**src/rtl/count_monitor.sv**
```systemverilog
// Reader-side checker for a 4-bit enable/init up-counter: predicts each count from the
// previous sample, flags and counts mismatches, and reports enable-caused wraps.
module count_monitor #(
    parameter int NB_BITS     = 4,
    parameter int ERR_W       = 8,
    parameter bit STOP_ON_ERR = 1'b0
) (
    input  logic               clock_i,
    input  logic               reset_i,
    input  logic               dut_resetb_i,
    input  logic               enable_i,
    input  logic               init_i,
    input  logic [NB_BITS-1:0] count_i,
    output logic [NB_BITS-1:0] expected_o,
    output logic               mismatch_o,
    output logic               fail_o,
    output logic [ERR_W-1:0]   err_count_o,
    output logic               wrap_o,
    output logic               synced_o
);

    typedef enum logic [1:0] {
        ST_SYNC  = 2'd0,
        ST_CHECK = 2'd1,
        ST_FAIL  = 2'd2
    } state_t;

    localparam logic [NB_BITS-1:0] CNT_MAX = {NB_BITS{1'b1}};
    localparam logic [ERR_W-1:0]   ERR_MAX = {ERR_W{1'b1}};

    // Counter reference model: reset > init > enable > hold, modular increment.
    function automatic logic [NB_BITS-1:0] f_model(
        input logic [NB_BITS-1:0] cur,
        input logic               rstb,
        input logic               init,
        input logic               en
    );
        logic [NB_BITS-1:0] nxt;
        if (!rstb) begin
            nxt = '0;
        end else if (init) begin
            nxt = '0;
        end else if (en) begin
            nxt = cur + NB_BITS'(1);
        end else begin
            nxt = cur;
        end
        return nxt;
    endfunction

    function automatic logic [ERR_W-1:0] f_sat_inc(input logic [ERR_W-1:0] v);
        logic [ERR_W-1:0] r;
        if (v == ERR_MAX) begin
            r = v;
        end else begin
            r = v + ERR_W'(1);
        end
        return r;
    endfunction

    state_t             r_state;
    state_t             w_state_nxt;
    logic [NB_BITS-1:0] r_prev_cnt;
    logic               r_prev_rstb;
    logic               r_prev_init;
    logic               r_prev_en;
    logic [NB_BITS-1:0] w_exp;
    logic               w_mis;
    logic               w_wrap;

    // State register.
    always_ff @(posedge clock_i) begin
        if (reset_i) begin
            r_state <= ST_SYNC;
        end else begin
            r_state <= w_state_nxt;
        end
    end

    // Next state, comparison and wrap detection; a same-edge counter reset forces exp to 0.
    always_comb begin
        w_state_nxt = r_state;
        w_mis       = 1'b0;
        w_wrap      = 1'b0;
        if (!dut_resetb_i) begin
            w_exp = '0;
        end else begin
            w_exp = f_model(r_prev_cnt, r_prev_rstb, r_prev_init, r_prev_en);
        end
        case (r_state)
            ST_SYNC: begin
                w_state_nxt = ST_CHECK;
            end
            ST_CHECK: begin
                w_mis = (count_i != w_exp);
                if (w_mis && STOP_ON_ERR) begin
                    w_state_nxt = ST_FAIL;
                end else begin
                    w_state_nxt = ST_CHECK;
                end
                w_wrap = !w_mis && dut_resetb_i && (r_prev_cnt == CNT_MAX) &&
                         (count_i == '0) && r_prev_en && !r_prev_init && r_prev_rstb;
            end
            ST_FAIL: begin
                w_state_nxt = ST_FAIL;
            end
            default: begin
                w_state_nxt = ST_SYNC;
            end
        endcase
    end

    // History always follows the observed count so a single corruption flags only once.
    always_ff @(posedge clock_i) begin
        if (reset_i) begin
            r_prev_cnt  <= '0;
            r_prev_rstb <= 1'b0;
            r_prev_init <= 1'b0;
            r_prev_en   <= 1'b0;
        end else begin
            r_prev_cnt  <= count_i;
            r_prev_rstb <= dut_resetb_i;
            r_prev_init <= init_i;
            r_prev_en   <= enable_i;
        end
    end

    // Registered status outputs.
    always_ff @(posedge clock_i) begin
        if (reset_i) begin
            expected_o  <= '0;
            mismatch_o  <= 1'b0;
            fail_o      <= 1'b0;
            err_count_o <= '0;
            wrap_o      <= 1'b0;
            synced_o    <= 1'b0;
        end else begin
            expected_o <= f_model(count_i, dut_resetb_i, init_i, enable_i);
            mismatch_o <= w_mis;
            wrap_o     <= w_wrap;
            synced_o   <= (w_state_nxt != ST_SYNC);
            if (w_mis) begin
                fail_o      <= 1'b1;
                err_count_o <= f_sat_inc(err_count_o);
            end else begin
                fail_o      <= fail_o;
                err_count_o <= err_count_o;
            end
        end
    end

endmodule

```
**config.mk**
```make
export PLATFORM = sky130hd
export DESIGN_NAME = count_monitor
export DESIGN_NICKNAME = d
export VERILOG_FILES = /design/src/rtl/count_monitor.sv
export SDC_FILE = /design/constraint.sdc
export NUM_CORES = 1
export LEC_CHECK = 0
export CAP_MARGIN = 0
export CORE_MARGIN = 5
export CORE_UTILIZATION = 42
export DETAILED_ROUTE_END_ITERATION = 16
export PLACE_DENSITY = 0.7
export SYNTH_ARGS = -nofsm -noshare
export SYNTH_HDL_FRONTEND = slang
export SYNTH_SLANG_ARGS = --single-unit
```
**constraint.sdc**
```tcl
create_clock -name clock_i -period 2 [get_ports clock_i]
set_input_delay 0.3 -clock clock_i [delete_from_list [all_inputs] [get_ports clock_i]]
set_output_delay 0.3 -clock clock_i [all_outputs]
set_load 0.05 [all_outputs]
```
Yosys cells after proc, flatten, opt, wreduce, memory -nomap -nowiden
Index checks and enable logic that the tools add are counted.
Operators by class
  reductions and logical operators: 15
  muxes and demuxes: 7
  bitwise gates (word level): 3
  eq/ne operators: 5
  $add $sub $neg: 3
Operators with widths (number)
  4-bit 2-to-1 mux: 5
  4-bit by 1-bit adder with 4-bit output, second input constant: 2
  8-bit by 1-bit adder with 8-bit output, second input constant: 1
  8-bit equality test, second input constant: 1
  1-bit logical AND: 6
  4-bit equality test, second input constant: 1
  4-bit zero test: 1
  4-bit inequality test: 1
  2-bit one-hot mux with 2 select lines: 1
  2-bit OR reduction: 2
  1-bit inverter: 3
  3-bit OR reduction: 1
  2-bit by 1-bit equality test with 1-bit output, second input constant: 1
  2-bit equality test, second input constant: 1
  1-bit zero test: 2
  2-bit zero test: 1
  2-bit AND reduction: 1
  2-bit nonzero test: 1
  1-bit 2-to-1 mux: 1
Storage, ports and cells
  register bits after elaboration: 25
  output and inout port bits: 16
  word-level logic and storage cells: 44
  input port bits: 9

Depth between registers and ports, before layout
  depth in word-level cells: 13
  gate-level depth with buffers: 8
  mapped depth without buffers: 7

Least setup slack after synthesis
No wires, ideal clock.
  path type: register to register
  start point: reg r_prev_cnt[0]
  end point: reg err_count_o[6]
  data arrival time: 1.895 ns
  path buffers: 0
  slack: -0.019 ns
  data required time: 1.877 ns
  setup time: 0.123 ns
  stages on the path, launching flop included: 8
  period minus slack after synthesis: 2.019 ns
  cells stage by stage: dfxtp_1 > ha_1 > mux2i_2 > xnor2_1 > o2bb2ai_1 > o22a_4 > nor4_1 > mux2_1
On the way
  cells in the longest elaborated chain, start to end: 8
Ends and longest elaborated chain
  start: declaration: RTL line 63  | logic [NB_BITS-1:0] r_prev_cnt;
  start signal: assignment: RTL line 121  | r_prev_cnt <= count_i;
  4-bit by 1-bit adder with 4-bit output: RTL line 44  | nxt = cur + NB_BITS'(1);
  4-bit 2-to-1 mux (*): RTL line 43  | end else if (en) begin
  4-bit 2-to-1 mux (*): RTL line 41  | end else if (init) begin
  4-bit 2-to-1 mux (*): RTL line 39  | if (!rstb) begin
  4-bit 2-to-1 mux (*): RTL line 85  | if (!dut_resetb_i) begin
  4-bit inequality test (*): RTL line 95  | w_mis = (count_i != w_exp);
  1-bit 2-to-1 mux (*): RTL line 90  | case (r_state)
  2-bit AND reduction (no source line) (*)
  end signal: assignment: RTL line 144  | err_count_o <= f_sat_inc(err_count_o);
  end signal: assignment: RTL line 147  | err_count_o <= err_count_o;
  end: declaration: RTL line 17  | output logic [ERR_W-1:0] err_count_o,
Every way passes the cells marked *; elsewhere a longest branch is shown, timed or not.
A chain may end at the register's enable or synchronous reset.

Worst setup path after layout
  start point: reg r_prev_cnt[1]
  end point: reg err_count_o[7]
The elaborated chain is that of the path after synthesis.

==> results.toml <==
[outcome]
status = "complete, no violations"

[timing]
fin_crit_sh_pct = 99.8
finalSetupTns_ns = 0
skew_ns = 0.00415
max_slew_margin_pct = 63.6
period_minus_slack_ns = 2.00
rsz0062_at_grt = "true"
holdWs_ns = 0.462
drv_slew = 0
worstMarginPinSlew_ns = 0.544
hold_viol = 0
max_freq_ghz = 0.501
setup_viol = 0

[routing]
drtAntennaViolNets = 0
first_pass_iters = 4
wl_per_cell_um = 14.5
viasPerCell = 5.45
dr_total_vias = 1129
post-route-drc-count = 0
routed_wl_um = 3000
drt_iter0_drc = 10

[synthesis]
ys_seq_area_share_pct = 39.8
synth_cell_types = 43
syn_inst = 136
synth_top_area_cell = "dfxtp_1"
netlist.area_leader.share_pct = 39.8
synthAdderAreaFrac_pct = 3.98
synth_compound_area_share_pct = 15.3
synth-seq-cells = 25
yosysWarnings = 0
avgSynthCellArea_sq_um = 9.24
synthesis.area_sq_um = 1260
synthSimpleGateAreaFrac_pct = 25.4
synth_xor_area_share_pct = 4.18
synth_top_family_by_area = "simple AND/OR/NAND/NOR gates"
syn-num-nets = 149
yosys-mux-area-fraction_pct = 3.69
synth_area_leaders = "dfxtp_1, buf_6, nor2_1, ha_1, nor2b_1"

[setup_path]
crit_start = "r_prev_cnt[1]"
crit-reg2reg-launch = "r_prev_cnt[1]"
crit_required_ns = 2.22
crit_path_end_kind = "flip-flop"
reg2reg_to = "err_count_o[7]"
r2r_slack_ns = 0.004
critPathKind = "reg -> reg"
arrival_ns = 2.22
worstPathMaxFanout = 3
startpoint_type = "flip-flop"
reg2regPathDepth = 8

[cts]
htreeDepth = 1
cts_buffer_depth = 2
path_clk_slew_ns = 0.14
cts_root_buf = "clkbuf_4"
ctsHoldBuffers = 0
cts.sinks = 25
tritoncts = "done"
clock_latency_ns = 0.32
cts_buffers = 3

[place]
hpwl_um = 2120
placed_area_sq_um = 1590
portBuffers = 24
routabilityCongestion = 0.824
dpl.cell_count = 199

[grt]
met2_usage_pct = 27.6
grt_overflow = 0
grt_pass1_vias = 1156
grt_max_degree = 16
antenna_found_initial = 0
use_met1_pct = 16.2
grt.met3_usage_pct = 2.59
grt_pass1_wl_um = 4960
busiest_layer = "met2"
grt_usage_pct = 14.7

[floorplan]
die_w_um = 64.7
die_height_um = 64.7
dieArea_sq_um = 4180
core_sq_um = 2810
io_pins = 25
start_util_pct = 44.8
fp-row-count = 19

[cells_and_area]
antenna_cells = 0
finalNonFillerCells = 207
multi_input_area_sq_um = 815
syn_to_final_growth_pct = 44.2
final_cell_area_sq_um = 1810
nFillCells = 236
nNetsFinal = 190
seq_area_sq_um = 509
drive_above_1_share_pct = 28.4

[worst_hold_path]
hold_end = "fail_o"
min_from = "fail_o"
min_path_cells = 2
hp-class = "reg -> reg"

[power]
p_per_area_nw_per_um2 = 540
peakVddDrop_uv = 404
p_leak_nw = 0.696

[flow_run]
drv_cap = 0
[metal layers]
metal | routed length, um | vias up
met4 | 55 | 0
met5 | 0 | -
li1 | - | 571
met1 | 1320 | 531
met3 | 87 | 7
met2 | 1530 | 20
[area by class of cell]
type | count | area share (%)
Inverter | 7 | 1.45
Timing Repair Buffer | 42 | 21.7
Clock inverter | 1 | 0.414
Multi-Input combinational cell | 98 | 45.0
Sequential cell | 25 | 28.1
Clock buffer | 3 | 1.24
Tap cell | 31 | 2.14
[cell families (layout without fill, tap and decap cells)]
logic type	count (synthesis)	in the layout
adders and majority gates	4	4
DFF	25	25
and+or+nand+nor	57	57
AOI/OAI and AO/OA	26	27
buffers and inverters	14	53
xor gates and xnor gates	6	6
muxes	4	4
[sequential cells by signal (all words and copies together), names as in the netlist]
name,flops
r_prev_cnt,4
r_state,2
expected_o,4
r_prev_rstb,1
r_prev_en,1
synced_o,1
wrap_o,1
fail_o,1
r_prev_init,1
err_count_o,8
mismatch_o,1
[metrics by stage]
step | setup WS (ns) | util [%] | power (mW)
floorplan | 0.00147 | - | 0.656
global placement | -0.229 | 56.5 | 0.723
detailed placement | -0.301 | 56.5 | 0.726
CTS | 0.0143 | 61.2 | 0.974
global route | -0.0581 | 64.6 | 1.02
finish | 0.00368 | 64.6 | 0.978
[critical path, cell delays in order, from the launching register on]
cell and delay (ns):
dfxtp_2 0.37, ha_4 0.24, mux2i_4 0.20, xnor2_2 0.15
o2bb2ai_2 0.11, buf_4 0.14, o22a_2 0.18, nand4b_1 0.19
mux2_4 0.32
[Yosys cell counts (all sizes together)]
library cell	count
dfxtp	25
nor2	14
a21oi	8
inv	7
nand2	7
nor2b	7
buf	6
nand3	6
ha	4
o31ai	4
and3b	3
nand2b	3
nor4	3
o21ai	3
or4	3
xnor2	3
xor2	3
a21boi	2
mux2	2
mux2i	2
nand4	2
nor3b	2
or3	2
a31oi	1
and4	1
clkbuf	1
nand4b	1
o211ai	1
o21bai	1
o22a	1
o2bb2ai	1
o311a	1
o311ai	1
o32ai	1
o41ai	1
or2	1
or2b	1
or3b	1
[timing repair]
action                                 CTS  global route
pin swaps                               11            14
endpoints found under the hold margin    0             0
buffers inserted                         3             0
gates resized for setup                 13            20
setup endpoints to repair                8             9
gates cloned                             1             0
[power by group]
group | switching (mW) | internal (mW) | total, mW
logic | 0.116 | 0.102 | 0.219
registers | 0.0137 | 0.516 | 0.529
clock network | 0.154 | 0.0763 | 0.230
[how the worst max path moves through the flow]
stage | endpoint | depth (start not counted)
2_1_floorplan | err_count_o[6] | 7
3_3_place_gp | err_count_o[6] | 8
6_report | err_count_o[7] | 8
5_1_grt | err_count_o[7] | 8
3_5_place_dp | err_count_o[6] | 7
4_1_cts | err_count_o[7] | 7
[layout by cell type, fill, tap and decap left out, drive strengths merged, types with 3 or more instances in the layout]
master / count
a21oi: 8
and3b: 3
buf: 18
clkbuf: 3
clkdlybuf4s50: 23
dfxtp: 25
ha: 4
inv: 7
nand2: 7
nand2b: 3
nand3: 6
nor2: 14
nor2b: 7
nor4: 3
o21ai: 3
o31ai: 4
or4: 3
xnor2: 3
xor2: 3
Power figures use the tool's default switching activity.
